**src/rtl/rmst_fm_tile_ld_ctrl.sv**
```systemverilog
`default_nettype none
// ============================================================================
//  Module   : rmst_fm_tile_ld_ctrl
//  Purpose  : Read-master controller that loads one input-feature-map tile
//             per load_start. The tile extents are clipped at the feature-map
//             borders. Each (channel, row) line is split into Avalon bursts of
//             at most MAX_BURST words, issued in chunk -> row -> channel order.
//  Ports    :
//    clk, rst               clock, asynchronous active-high reset
//    load_start             start a tile load (only accepted in IDLE)
//    load_done              one-cycle pulse when the tile is complete
//    load_busy              high while the controller is not idle
//    tile_base_m/row/col    tile base coordinates, sampled in CALC
//    param_raddr            burst byte address (registered)
//    param_iolen            burst length in words (registered)
//    load_trans_start       one-cycle burst start pulse
//    load_trans_done        burst complete from the read master
//    load_fifo_almost_full  backpressure from the input-FM load FIFO
//    trans_cnt              bursts issued for the current tile
//  Revision : 1.0 - initial release
// ============================================================================
module rmst_fm_tile_ld_ctrl #(
  parameter int CW         = 16,
  parameter int XAW        = 32,
  parameter int DW         = 32,
  parameter int M          = 32,
  parameter int R          = 128,
  parameter int C          = 64,
  parameter int K          = 3,
  parameter int S          = 1,
  parameter int Tm         = 16,
  parameter int Tr         = 64,
  parameter int Tc         = 16,
  parameter int MAX_BURST  = 32,
  parameter int IN_FM_BASE = 65536
) (
  input  logic           clk,
  input  logic           rst,
  input  logic           load_start,
  output logic           load_done,
  output logic           load_busy,
  input  logic [CW-1:0]  tile_base_m,
  input  logic [CW-1:0]  tile_base_row,
  input  logic [CW-1:0]  tile_base_col,
  output logic [XAW-1:0] param_raddr,
  output logic [CW-1:0]  param_iolen,
  output logic           load_trans_start,
  input  logic           load_trans_done,
  input  logic           load_fifo_almost_full,
  output logic [CW-1:0]  trans_cnt
);

  localparam int BPW    = DW / 8;
  localparam int BPW_SH = $clog2(BPW);
  localparam int TIN_R  = (Tr - 1) * S + K;
  localparam int TIN_C  = (Tc - 1) * S + K;

  localparam logic [CW-1:0]  c_M     = CW'(M);
  localparam logic [CW-1:0]  c_R     = CW'(R);
  localparam logic [CW-1:0]  c_C     = CW'(C);
  localparam logic [CW-1:0]  c_TM    = CW'(Tm);
  localparam logic [CW-1:0]  c_TIN_R = CW'(TIN_R);
  localparam logic [CW-1:0]  c_TIN_C = CW'(TIN_C);
  localparam logic [CW-1:0]  c_MB    = CW'(MAX_BURST);
  localparam logic [CW-1:0]  c_ONE   = CW'(1);
  localparam logic [XAW-1:0] c_BASE  = XAW'(IN_FM_BASE);
  localparam logic [XAW-1:0] c_RC    = XAW'(R * C);
  localparam logic [XAW-1:0] c_CX    = XAW'(C);

  typedef enum logic [2:0] {
    IDLE   = 3'd0,
    CALC   = 3'd1,
    WAIT   = 3'd2,
    CONFIG = 3'd3,
    TRANS  = 3'd4,
    DONE   = 3'd5
  } state_t;

  state_t         r_state;
  logic [CW-1:0]  r_bm, r_br, r_bc;
  logic [CW-1:0]  r_ch_eff, r_rows_eff, r_cols_eff;
  logic [CW-1:0]  r_ch, r_row, r_col_off;   // r_col_off = chunk * MAX_BURST
  logic           r_last;                   // burst just finished was the tile's final one
  logic           r_load_done;
  logic           r_trans_start;
  logic [XAW-1:0] r_raddr;
  logic [CW-1:0]  r_iolen;
  logic [CW-1:0]  r_trans_cnt;

  // --------------------------------------------------------------------------
  // Clipped extents. A base at or beyond a border yields extent 0 (empty tile).
  // --------------------------------------------------------------------------
  logic [CW-1:0] w_ch_rem, w_row_rem, w_col_rem;
  logic [CW-1:0] w_ch_eff, w_rows_eff, w_cols_eff;
  logic          w_empty;

  always_comb begin
    w_ch_rem   = c_M - tile_base_m;
    w_row_rem  = c_R - tile_base_row;
    w_col_rem  = c_C - tile_base_col;
    w_ch_eff   = '0;
    w_rows_eff = '0;
    w_cols_eff = '0;
    if (tile_base_m < c_M)
      w_ch_eff = (w_ch_rem < c_TM) ? w_ch_rem : c_TM;
    if (tile_base_row < c_R)
      w_rows_eff = (w_row_rem < c_TIN_R) ? w_row_rem : c_TIN_R;
    if (tile_base_col < c_C)
      w_cols_eff = (w_col_rem < c_TIN_C) ? w_col_rem : c_TIN_C;
    w_empty = (w_ch_eff == '0) || (w_rows_eff == '0) || (w_cols_eff == '0);
  end

  // --------------------------------------------------------------------------
  // Burst address / length for the current (channel, row, chunk). All address
  // terms are evaluated at XAW width and wrap naturally.
  // --------------------------------------------------------------------------
  logic [XAW-1:0] w_ch_term, w_row_term, w_word, w_raddr;
  logic [CW-1:0]  w_rem, w_iolen;
  logic           w_last_chunk, w_last_row, w_last_ch;

  always_comb begin
    w_ch_term  = (XAW'(r_bm) + XAW'(r_ch)) * c_RC;
    w_row_term = (XAW'(r_br) + XAW'(r_row)) * c_CX;
    w_word     = c_BASE + w_ch_term + w_row_term + XAW'(r_bc) + XAW'(r_col_off);
    w_raddr    = w_word << BPW_SH;
    // r_col_off is always below r_cols_eff, so w_rem is non-zero here.
    w_rem        = r_cols_eff - r_col_off;
    w_iolen      = (w_rem > c_MB) ? c_MB : w_rem;
    w_last_chunk = (w_rem <= c_MB);
    w_last_row   = (r_row == (r_rows_eff - c_ONE));
    w_last_ch    = (r_ch == (r_ch_eff - c_ONE));
  end

  // --------------------------------------------------------------------------
  // Control FSM
  // --------------------------------------------------------------------------
  always_ff @(posedge clk or posedge rst) begin
    if (rst) begin
      r_state       <= IDLE;
      r_bm          <= '0;
      r_br          <= '0;
      r_bc          <= '0;
      r_ch_eff      <= '0;
      r_rows_eff    <= '0;
      r_cols_eff    <= '0;
      r_ch          <= '0;
      r_row         <= '0;
      r_col_off     <= '0;
      r_last        <= 1'b0;
      r_load_done   <= 1'b0;
      r_trans_start <= 1'b0;
      r_raddr       <= '0;
      r_iolen       <= '0;
      r_trans_cnt   <= '0;
    end else begin
      r_load_done   <= 1'b0;
      r_trans_start <= 1'b0;
      case (r_state)
        IDLE: begin
          if (load_start)
            r_state <= CALC;
        end

        CALC: begin
          r_bm        <= tile_base_m;
          r_br        <= tile_base_row;
          r_bc        <= tile_base_col;
          r_ch_eff    <= w_ch_eff;
          r_rows_eff  <= w_rows_eff;
          r_cols_eff  <= w_cols_eff;
          r_ch        <= '0;
          r_row       <= '0;
          r_col_off   <= '0;
          r_last      <= 1'b0;
          r_trans_cnt <= '0;
          if (w_empty) begin
            r_state     <= IDLE;
            r_load_done <= 1'b1;
          end else if (load_fifo_almost_full) begin
            r_state <= WAIT;
          end else begin
            r_state <= CONFIG;
          end
        end

        WAIT: begin
          if (!load_fifo_almost_full)
            r_state <= CONFIG;
        end

        CONFIG: begin
          r_raddr       <= w_raddr;
          r_iolen       <= w_iolen;
          r_trans_start <= 1'b1;
          r_trans_cnt   <= r_trans_cnt + c_ONE;
          r_state       <= TRANS;
        end

        TRANS: begin
          if (load_trans_done) begin
            r_last  <= w_last_chunk && w_last_row && w_last_ch;
            r_state <= DONE;
            if (w_last_chunk) begin
              r_col_off <= '0;
              if (w_last_row) begin
                r_row <= '0;
                r_ch  <= r_ch + c_ONE;
              end else begin
                r_row <= r_row + c_ONE;
              end
            end else begin
              r_col_off <= r_col_off + c_MB;
            end
          end
        end

        DONE: begin
          if (r_last) begin
            r_state     <= IDLE;
            r_load_done <= 1'b1;
            r_last      <= 1'b0;
            r_ch        <= '0;
            r_row       <= '0;
            r_col_off   <= '0;
          end else if (load_fifo_almost_full) begin
            r_state <= WAIT;
          end else begin
            r_state <= CONFIG;
          end
        end

        default: r_state <= IDLE;
      endcase
    end
  end

  assign load_done        = r_load_done;
  assign load_busy        = (r_state != IDLE);
  assign param_raddr      = r_raddr;
  assign param_iolen      = r_iolen;
  assign load_trans_start = r_trans_start;
  assign trans_cnt        = r_trans_cnt;

endmodule
`default_nettype wire
```
**config.mk**
```make
export PLATFORM = sky130hd
export DESIGN_NAME = rmst_fm_tile_ld_ctrl
export DESIGN_NICKNAME = d
export VERILOG_FILES = /design/src/rtl/rmst_fm_tile_ld_ctrl.sv
export SDC_FILE = /design/constraint.sdc
export NUM_CORES = 1
export LEC_CHECK = 0
export ABC_AREA = 1
export ABC_CLOCK_PERIOD_IN_PS = 17700
export CORE_MARGIN = 5
export CORE_UTILIZATION = 60
export CTS_CLUSTER_SIZE = 12
export DETAILED_ROUTE_END_ITERATION = 10
export GPL_TIMING_DRIVEN = 0
export PLACE_DENSITY_LB_ADDON = 0.3
export SYNTH_ARGS = -nofsm -noshare
export SYNTH_HDL_FRONTEND = slang
export SYNTH_SLANG_ARGS = --single-unit
```
**constraint.sdc**
```tcl
create_clock -name clk -period 17.7 [get_ports clk]
set_clock_uncertainty 0.1 [all_clocks]
set_input_delay 5.31 -clock clk [delete_from_list [all_inputs] [get_ports clk]]
set_output_delay 5.31 -clock clk [all_outputs]
set_load 0.02 [all_outputs]
```
==> out/metrics.yaml <==
global_route:
  grtUsageTotal_pct: 29.35
  use_met2_pct: 50.89
  grtUsageMet1_pct: 38.06
  grt.busiest_layer: "met2"
  grt_max_degree: 116
  grt_pass1_vias: 14332
  antenna_found_initial: 0
  grt_pass1_wl_um: 69990
  use_met3_pct: 3.327
  grt.overflow.total: 0
detailed_routing:
  final_antenna_net_count: 0
  vias: 14828
  drt-pass1-iter-count: 6
  drtIter0Drc: 1201
  wl_um: 42920
  wl_per_cell_um: 16.11
  remaining_drc_errors: 0
  avgViaCountPerCell: 5.566
sta:
  hold_viol: 0
  worst_pin_slew_ns: 0.9526
  fin_setup_tns_ns: 0
  slew_viol_final: 0
  fmax_mhz: 129.8
  maxSlewHeadroom_pct: 36.26
  finalCriticalPeriod_ns: 7.702
  setup_viol: 0
  rsz0062_at_grt: "no"
  period_share_pct: 43.51
power:
  power.total_uw: 2500
  peakVddDrop_uv: 91.84
  p_per_area_nw_per_um2: 139.6
  power_leakage_uw: 0.009147
synth:
  ys_async_sr_fraction_pct: 100.0
  synth_common_cells: "nand2_1 (552), inv_1 (302), nor2_1 (220)"
  ys_ff_latch: 207
  synth.cell_area_um2: 15490
  syn_area_per_cell_um2: 7.150
  synthDistinctLibCells: 58
  synth_flop_cell: "dfrtp_1"
  synth_area_leaders: "dfrtp_1 (33%), nand2_1 (13%), ha_1 (8.0%)"
  synth-edff-count: 0
  yosysTopAreaCell: "dfrtp_1"
  seq_area_frac_synth_pct: 33.45
  synth_cells: 2166
  synth_most_common_cell: "nand2_1"
  netlist.area_leader.share_pct: 33.45
  yosysWarnings: 0
final_layout:
  drive_gt1_share_pct: 3.856
  finalNonFillerCells: 2664
  antenna_cells: 0
  final_util_pct: 70.72
  layout.nets: 2486
  area_growth_pct: 15.65
floorplanning:
  num_rows: 58
  core_area_um2: 25330
  initial_core_util_pct: 61.15
  design.die.area_um2: 29120
  ioPinCount: 120
  dieWidth_um: 170.7
  die_y_um: 170.7
min_path:
  hp-class: "reg -> reg"
run_status:
  status: "complete, no violations"
placement:
  gp_congestion: 0.9749
  hpwl_um: 33580
  numPlacedInstances: 2622
  portBuffers: 116
run:
  max_cap_violations: 0
clock_tree:
  hold_buffers: 0
  cts_tree: "built"
  root_buffer: "clkbuf_16"
  cts_sinks: 207
  cts_setup_buffers: 0
  clock_latency_ns: 0.54
  cts_made_buffers: 24
  cts.clk_slew.worst_paths_ns: 0.06
  post_cts_resized: 0
  cts_max_level: 1
  cts_buffer_depth: 3
critical_path:
  cp-start-kind: "primary input"
  crit_path_end_kind: "flop"
  cp.required_ns: 18.04
  critPathKind: "in -> reg"
  crit_fanout: 5
  arrival_ns: 8.04
[final timing paths]
path	startpoint	end	slack (ns)	cells past startpoint
min in group asynchronous	rst	param_iolen[11]	5.19	2
min reg2reg	param_raddr[4]	param_raddr[4]	0.37	2
max reg2reg	r_row[2]	param_raddr[29]	12.58	28
min	param_raddr[4]	param_raddr[4]	0.37	2
max	tile_base_col[0]	load_done	10.0	20
max in group asynchronous	rst	param_raddr[31]	11.31	3
[worst max-delay path, stage by stage]
cell             delay [ns]
clkdlybuf4s50_1        0.53
inv_1                  0.12
ha_1                   0.26
nand2_1                0.11
nor2_1                 0.06
nand2_1                0.10
nand2_1                0.12
nand2_1                0.10
nand2_1                0.05
nand2_1                0.06
nand2_1                0.07
nor2_1                 0.19
nand4_1                0.13
nand2_1                0.14
nand2_1                0.07
nor2_1                 0.23
nor2_1                 0.11
nand2_1                0.07
nand2_1                0.05
nand2_1                0.15
[layout by cell type (no fill, tap or decap), types with 3 or more instances in the layout]
cell,n
clkbuf_16,24
xor2_1,98
nor4_1,6
nor3_2,4
conb_1,10
o31ai_1,10
buf_6,3
inv_1,301
o21ai_1,3
fa_1,16
xnor2_1,41
ha_1,99
clkinv_2,6
nand3b_1,4
a21o_1,7
nand2_2,3
nand4_1,43
dfrtp_1,207
nand2_1,552
nor3b_1,4
clkdlybuf4s50_1,116
nand3_1,154
nor2_2,4
a21oi_1,80
nor2_4,4
o211ai_1,5
nor3_1,32
nor2_1,220
o21bai_1,9
or2_2,10
o22ai_1,4
clkbuf_1,41
buf_2,7
o21ai_0,153
a31oi_1,8
[state kept, by name, summed over array words and instances (netlist names), 3 cells and up]
register and flops:
r_ch 16, param_iolen 16, trans_cnt 16, r_bc 16
param_raddr 30, r_br 16, r_bm 16, r_rows_eff 16
r_state 3, r_col_off 11, r_row 16, r_ch_eff 16
r_cols_eff 16
[power by group]
part           internal [uW]  switching (uW)
combinational            485             876
clock                    287             203
sequential               577            72.3
[stage by stage]
stage               hold slack (ns)  setup WS (ns)  area (um^2)
floorplan                    0.3426          6.638        15520
global placement             0.3549          4.007        17090
detailed placement           0.3594          9.523        17140
CTS                          0.3741          10.06        17910
global route                 0.4081          9.806        17910
finish                       0.3705          9.998        17910
[kinds of logic (layout without fill, tap and decap cells)]
| kind of cell | after synthesis | after routing | share of synthesized area (%) |
|---|---|---|---|
| AND/OR/NAND/NOR | 1054 | 1054 | 29.16 |
| buffers and inverters | 354 | 514 | 8.790 |
| other | 2 | 10 | 0.04849 |
| flip-flops | 207 | 207 | 33.45 |
| XOR/XNOR | 140 | 140 | 7.966 |
| AO/OA/AOI/OAI | 292 | 292 | 10.40 |
| adder cells (fa/ha/maj) | 115 | 115 | 10.07 |
| multiplexers | 2 | 2 | 0.1293 |
[final cells by class]
| class | count | area (um^2) |
|---|---|---|
| Fill cell | 2164 | 7416 |
| Clock inverter | 11 | 121.4 |
| Multi-Input combinational cell | 1613 | 8981 |
| Clock buffer | 31 | 646.9 |
| Tap cell | 330 | 412.9 |
| Sequential cell | 207 | 5180 |
| Inverter | 305 | 1152 |
| Buffer | 49 | 216.5 |
| Timing Repair Buffer | 118 | 1200 |
[layer usage]
metal / up-vias / part of all wire (%)
met5: - / 0
met4: 0 / 3.6
met3: 104 / 6.8
met2: 518 / 48
met1: 6930 / 42
li1: 7276 / -
Power figures use the tool's default switching activity.
